[config.mk]
export PLATFORM = sky130hd
export DESIGN_NAME = div_unit
export DESIGN_NICKNAME = d
export VERILOG_FILES = /design/src/rtl/div_unit_pkg.sv /design/src/rtl/div_unit_negate.sv /design/src/rtl/div_unit.sv
export SDC_FILE = /design/constraint.sdc
export NUM_CORES = 1
export LEC_CHECK = 0
export ABC_AREA = 1
export CAP_MARGIN = 25
export CORE_ASPECT_RATIO = 1.2
export CORE_MARGIN = 10
export CORE_UTILIZATION = 44
export DETAILED_ROUTE_END_ITERATION = 7
export PLACE_DENSITY = 0.67
export SLEW_MARGIN = 25
export SYNTH_ARGS = -nofsm -noshare
export SYNTH_HDL_FRONTEND = slang
export SYNTH_SLANG_ARGS = --single-unit
export TNS_END_PERCENT = 20
[constraint.sdc]
create_clock -name clk -period 2 [get_ports clk]
set_input_delay 0.4 -clock clk [delete_from_list [all_inputs] [get_ports clk]]
set_output_delay 0.4 -clock clk [all_outputs]
set_load 0.02 [all_outputs]
[src/rtl/div_unit_pkg.sv]
// Shared encodings for the multi-cycle divider: FSM states, handshake levels,
// execute-stage aluop codes and the double-width result bus.
package div_unit_pkg;

  localparam int DIV_DATA_W = 32;

  localparam logic [1:0] DivFree   = 2'b00;
  localparam logic [1:0] DivByZero = 2'b01;
  localparam logic [1:0] DivOn     = 2'b10;
  localparam logic [1:0] DivEnd    = 2'b11;

  localparam logic DivResultReady    = 1'b1;
  localparam logic DivResultNotReady = 1'b0;
  localparam logic DivStart          = 1'b1;
  localparam logic DivStop           = 1'b0;

  localparam logic [7:0] EXE_DIV_OP  = 8'b0001_1010;
  localparam logic [7:0] EXE_DIVU_OP = 8'b0001_1011;

  typedef logic [2*DIV_DATA_W-1:0] DoubleRegBus;

endpackage

[src/rtl/div_unit_negate.sv]
// Conditional two's-complement, used to take operand magnitudes on entry
// and to restore quotient/remainder signs on exit.
module div_unit_negate #(
  parameter int W = 32
) (
  input  logic         en_i,
  input  logic [W-1:0] val_i,
  output logic [W-1:0] val_o
);

  assign val_o = en_i ? (~val_i + {{(W-1){1'b0}}, 1'b1}) : val_i;

endmodule

[src/rtl/div_unit.sv]
// Radix-2 restoring divider for DIV/DIVU: one quotient bit per clock,
// result presented as {remainder, quotient} and held while start_i stays high.
module div_unit
  import div_unit_pkg::*;
#(
  parameter int DATA_W = 32,
  parameter int CNT_W  = 6
) (
  input  logic                clk,
  input  logic                rst,
  input  logic                signed_div_i,
  input  logic [DATA_W-1:0]   opdata1_i,
  input  logic [DATA_W-1:0]   opdata2_i,
  input  logic                start_i,
  input  logic                annul_i,
  output logic [2*DATA_W-1:0] result_o,
  output logic                ready_o
);

  logic [1:0]          state_q, state_d;
  logic [CNT_W-1:0]    cnt_q, cnt_d;
  logic [2*DATA_W:0]   dividend_q, dividend_d;
  logic [DATA_W-1:0]   divisor_q, divisor_d;
  logic                sgn_q, sgn_d;
  logic                neg_quo_q, neg_quo_d;
  logic                neg_rem_q, neg_rem_d;
  logic [2*DATA_W-1:0] result_q, result_d;
  logic                ready_q, ready_d;

  logic                op1_neg, op2_neg;
  logic [DATA_W-1:0]   op1_abs, op2_abs;
  logic [DATA_W-1:0]   quo_fix, rem_fix;
  logic [DATA_W:0]     trial;

  assign op1_neg = signed_div_i & opdata1_i[DATA_W-1];
  assign op2_neg = signed_div_i & opdata2_i[DATA_W-1];

  div_unit_negate #(.W(DATA_W)) u_neg_op1 (.en_i(op1_neg), .val_i(opdata1_i), .val_o(op1_abs));
  div_unit_negate #(.W(DATA_W)) u_neg_op2 (.en_i(op2_neg), .val_i(opdata2_i), .val_o(op2_abs));

  div_unit_negate #(.W(DATA_W)) u_neg_quo (
    .en_i (sgn_q & neg_quo_q),
    .val_i(dividend_q[DATA_W-1:0]),
    .val_o(quo_fix)
  );
  div_unit_negate #(.W(DATA_W)) u_neg_rem (
    .en_i (sgn_q & neg_rem_q),
    .val_i(dividend_q[2*DATA_W:DATA_W+1]),
    .val_o(rem_fix)
  );

  // Partial remainder lives one bit above the quotient field, so the first
  // trial already sees the dividend MSB and the remainder ends at [2W:W+1].
  assign trial = {1'b0, dividend_q[2*DATA_W-1:DATA_W]} - {1'b0, divisor_q};

  always_comb begin
    state_d    = state_q;
    cnt_d      = cnt_q;
    dividend_d = dividend_q;
    divisor_d  = divisor_q;
    sgn_d      = sgn_q;
    neg_quo_d  = neg_quo_q;
    neg_rem_d  = neg_rem_q;
    result_d   = result_q;
    ready_d    = ready_q;
    case (state_q)
      DivFree: begin
        ready_d  = DivResultNotReady;
        result_d = '0;
        if (start_i == DivStart && !annul_i) begin
          sgn_d      = signed_div_i;
          neg_quo_d  = opdata1_i[DATA_W-1] ^ opdata2_i[DATA_W-1];
          neg_rem_d  = opdata1_i[DATA_W-1];
          divisor_d  = op2_abs;
          dividend_d = {{DATA_W{1'b0}}, op1_abs, 1'b0};
          cnt_d      = '0;
          state_d    = (opdata2_i == '0) ? DivByZero : DivOn;
        end
      end
      DivByZero: begin
        if (annul_i) begin
          state_d = DivFree;
        end else begin
          state_d  = DivEnd;
          result_d = '0;
          ready_d  = DivResultReady;
        end
      end
      DivOn: begin
        if (annul_i) begin
          state_d = DivFree;
        end else if (cnt_q != CNT_W'(DATA_W)) begin
          if (trial[DATA_W])
            dividend_d = {dividend_q[2*DATA_W-1:0], 1'b0};
          else
            dividend_d = {trial[DATA_W-1:0], dividend_q[DATA_W-1:0], 1'b1};
          cnt_d = cnt_q + CNT_W'(1);
        end else begin
          state_d  = DivEnd;
          result_d = {rem_fix, quo_fix};
          ready_d  = DivResultReady;
        end
      end
      DivEnd: begin
        if (start_i == DivStop) begin
          state_d  = DivFree;
          ready_d  = DivResultNotReady;
          result_d = '0;
        end
      end
      default: state_d = DivFree;
    endcase
  end

  always_ff @(posedge clk) begin
    if (rst) begin
      state_q    <= DivFree;
      cnt_q      <= '0;
      dividend_q <= '0;
      divisor_q  <= '0;
      sgn_q      <= 1'b0;
      neg_quo_q  <= 1'b0;
      neg_rem_q  <= 1'b0;
      result_q   <= '0;
      ready_q    <= DivResultNotReady;
    end else begin
      state_q    <= state_d;
      cnt_q      <= cnt_d;
      dividend_q <= dividend_d;
      divisor_q  <= divisor_d;
      sgn_q      <= sgn_d;
      neg_quo_q  <= neg_quo_d;
      neg_rem_q  <= neg_rem_d;
      result_q   <= result_d;
      ready_q    <= ready_d;
    end
  end

  assign result_o = result_q;
  assign ready_o  = ready_q;

endmodule

==> results_dict.tcl <==
set metrics [dict create \
    clk_pin_slew_ns 0.08 \
    synth_mux_area_frac 0 \
    cts-buffers-inserted 17 \
    clkLatencyLatePin_ns 0.45 \
    path_class "flop to flop" \
    slew_headroom 0.5941 \
    synth_top_family_by_area "simple AND/OR/NAND/NOR gates" \
    synth_top_area_cell "dfxtp_1" \
    worst_hold_path.num_cells 4 \
    setup_viol 33 \
    wl_met2_um 25580 \
    cts.sinks 173 \
    root_buffer "clkbuf_16" \
    grt_overflow_total 0 \
    maxSlewViolCount 0 \
    violations "setup timing" \
    crit_required_ns 2.31 \
    drc_errors 0 \
    vias 16070 \
    max_cap_violations 0 \
    io_pins 134 \
    ys_warn_count 0 \
    grt_antenna_before_repair 0 \
    routed_via_density 5.159 \
    cp-start-kind "flop" \
    powerDensity_nw_per_um2 641.0 \
    first_global_vias 16260 \
    yosysSeqAreaShare 0.2594 \
    period_share 1.071 \
    synth-compound-area-share 0.1466 \
    ys_types 50 \
    rows 69 \
    gp_congestion 0.9589 \
    min_path_type "primary input to flop" \
    drtPass1Iterations 5 \
    reg2regPathDepth 15 \
    drt_wl_total_um 48810 \
    netlist_instances 2288 \
    synthAdderAreaFrac 0.04180 \
    cts_tree "built" \
    drive_gt1_frac 0.2007 \
    drt-initial-drc-count 903 \
    core-area_um2 29780 \
    grt_use_total 0.2568 \
    arrival_ns 2.45 \
    start_util 0.4483 \
    synth-async-reset-ratio 0 \
    worst_pin_slew_ns 0.6089 \
    critPathCaptureType "flop" \
    finClkSkew_ns 0.02886 \
    syn_avg_cell_area_um2 5.835 \
    reg2reg_to "dividend_q[53]$_SDFFE_PP0P_" \
    p_total_mw 12.06 \
    rr_startpoint "dividend_q[32]$_SDFFE_PP0P_" \
    final_nets 2826 \
    synth_top_area_frac 0.2594 \
    avgRoutedWirePerCell_um 15.66 \
    dieArea_um2 37740 \
    syn_to_final_growth_pct 40.90 \
    die_w_um 179.0 \
    final.min_clock_period_ns 2.141 \
    syn_nets 2401 \
    dp_hpwl_um 38820 \
    r2r_slack_ns -0.14 \
    cts_max_path_buffers 2 \
    synth_edf_count 0 \
    routed-wl-met3_um 1814 \
    synthTopCellsByArea "dfxtp_1 (26%), nand2_1 (19%), inv_1 (10%)" \
    synth_flop_cell "dfxtp_1" \
    highest_layer "met4" \
    synth_seq_cells 173 \
    irDropWorstVdd_mv 0.4865 \
    antenna_cells 0 \
    grt_max_degree 135 \
    synth-xor-area-share 0.02690 \
    setup_tns_ns -2.972 \
    outcome "finished with violations" \
    timing.fmax_mhz 467.0 \
    finalHoldViolCount 0 \
    ant_nets 0 \
    wl_met1_um 18170 \
    syn_area_um2 13350 \
    holdWs_ns 0.3870 \
    min-delay-start "rst" \
    grt_pass1_wl_um 78170 \
    die_h_um 210.8 \
    hold_end "dividend_q[11]$_SDFFE_PP0P_" \
    rsz0062_at_grt "true" \
    htreeDepth 4 \
    power.leakage_nw 9.225 \
    io_buffers 133 \
    crit_fanout 6 \
    worst_slack_ns -0.1413 \
    synthSimpleGateAreaFrac 0.3925 \
]
logic make-up (layout without fill, tap and decap cells):
family / count (synthesis) / count (layout)
DFF: 173 / 173
buffers and inverters: 447 / 885
xor gates and xnor gates: 41 / 41
adders and majority gates: 44 / 44
and+or+nand+nor: 1230 / 1230
AOI/OAI and AO/OA: 353 / 353
cell usage in the layout (no fill, tap or decap), types with 5 or more instances in the layout:
master	n
a31oi_1	8
a22oi_1	17
nor3_2	6
buf_4	332
o21ai_0	91
xnor2_1	13
o21ai_2	5
o21ai_1	9
buf_12	13
nor3_1	23
ha_1	32
nor2_1	189
nand2_1	630
a21oi_2	9
dfxtp_1	162
inv_2	9
and2_1	5
inv_1	353
ha_4	10
dfxtp_2	11
o211ai_1	18
clkbuf_16	17
nor2_4	5
a21oi_1	177
nand3_4	5
nand4_1	35
nand3_2	31
clkdlybuf4s50_1	132
o221ai_1	5
nand2_2	38
nor2_2	12
or2_2	5
nand3_1	231
xor2_1	28
worst max-delay path, stage by stage, from the launching register on:
cell and delay, ns:
dfxtp_2 0.34, inv_2 0.05, ha_4 0.15, fa_2 0.35, o21ai_2 0.16, nand3_2 0.08, nand2_2 0.08, nand2_2 0.07
nand2_2 0.09, nand2_4 0.09, nand2_8 0.09, buf_6 0.13, buf_16 0.13, nand3_2 0.07, nand2_1 0.06, a21oi_1 0.05
flip-flops by register name, indices dropped and copies added (netlist names):
| signal | count |
|---|---|
| cnt_q | 6 |
| dividend_q | 65 |
| divisor_q | 32 |
| neg_quo_q | 1 |
| neg_rem_q | 1 |
| ready_o | 1 |
| result_o | 64 |
| sgn_q | 1 |
| state_q | 2 |
where the power goes:
group          internal [mW]  switching, mW  total (mW)
Clock                   1.88           1.54        3.42
Sequential              3.65          0.201        3.85
Combinational           1.97           2.83        4.80
through the flow:
stage          setup slack, ns    util  cell area (um2)  std cells
3_5_place_dp           -0.4488  0.5882            17520       3075
2_1_floorplan         0.006564       -            13350       2288
6_report               -0.1413  0.6316            18810       3116
4_1_cts                -0.1468  0.6211            18500       3116
3_3_place_gp           -0.4126  0.5882            17520       3075
5_1_grt                -0.2542  0.6316            18810       3116
how the worst max path moves through the flow:
stage                                start                          end  slack (ns)
2_1_floorplan  dividend_q[32]$_SDFFE_PP0P_  dividend_q[46]$_SDFFE_PP0P_       0.007
6_report       dividend_q[32]$_SDFFE_PP0P_  dividend_q[53]$_SDFFE_PP0P_       -0.14
5_1_grt        dividend_q[32]$_SDFFE_PP0P_  dividend_q[45]$_SDFFE_PP0P_       -0.25
3_3_place_gp                       annul_i  dividend_q[20]$_SDFFE_PP0P_       -0.41
4_1_cts        dividend_q[32]$_SDFFE_PP0P_  dividend_q[34]$_SDFFE_PP0P_       -0.15
3_5_place_dp                       annul_i  dividend_q[20]$_SDFFE_PP0P_       -0.45
cell usage after synthesis, types with 21 or more instances:
| master | n |
|---|---|
| a21oi_1 | 185 |
| buf_2 | 21 |
| clkbuf_1 | 41 |
| dfxtp_1 | 173 |
| ha_1 | 43 |
| inv_1 | 355 |
| nand2_1 | 660 |
| nand3_1 | 266 |
| nand4_1 | 35 |
| nor2_1 | 199 |
| nor3_1 | 27 |
| o21ai_0 | 97 |
| xor2_1 | 28 |
layer usage:
metal / track usage / vias to the layer above
met2: 0.4824 / 432
li1: - / 8182
met4: 0.1590 / 0
met1: 0.2598 / 7308
met5: 0 / -
met3: 0.03416 / 152
cell type report:
class                   instances  area [um2]
clock buffers                  19       432.9
fillers                      2917       10970
repair buffers                484        4189
multi-input cells            1668        8676
inverters                     369        1395
flip-flops and latches        173        3477
clock inverters                13       153.9
well taps                     390       488.0
what timing repair did:
action | CTS | global route
gates resized for setup | 65 | 86
pin swaps | 10 | 14
setup buffers | 7 | 2
setup endpoints to repair | 74 | 135
cloned | 3 | 0
hold buffers | 0 | 0
No activity file was read; power rests on OpenSTA's default activity.
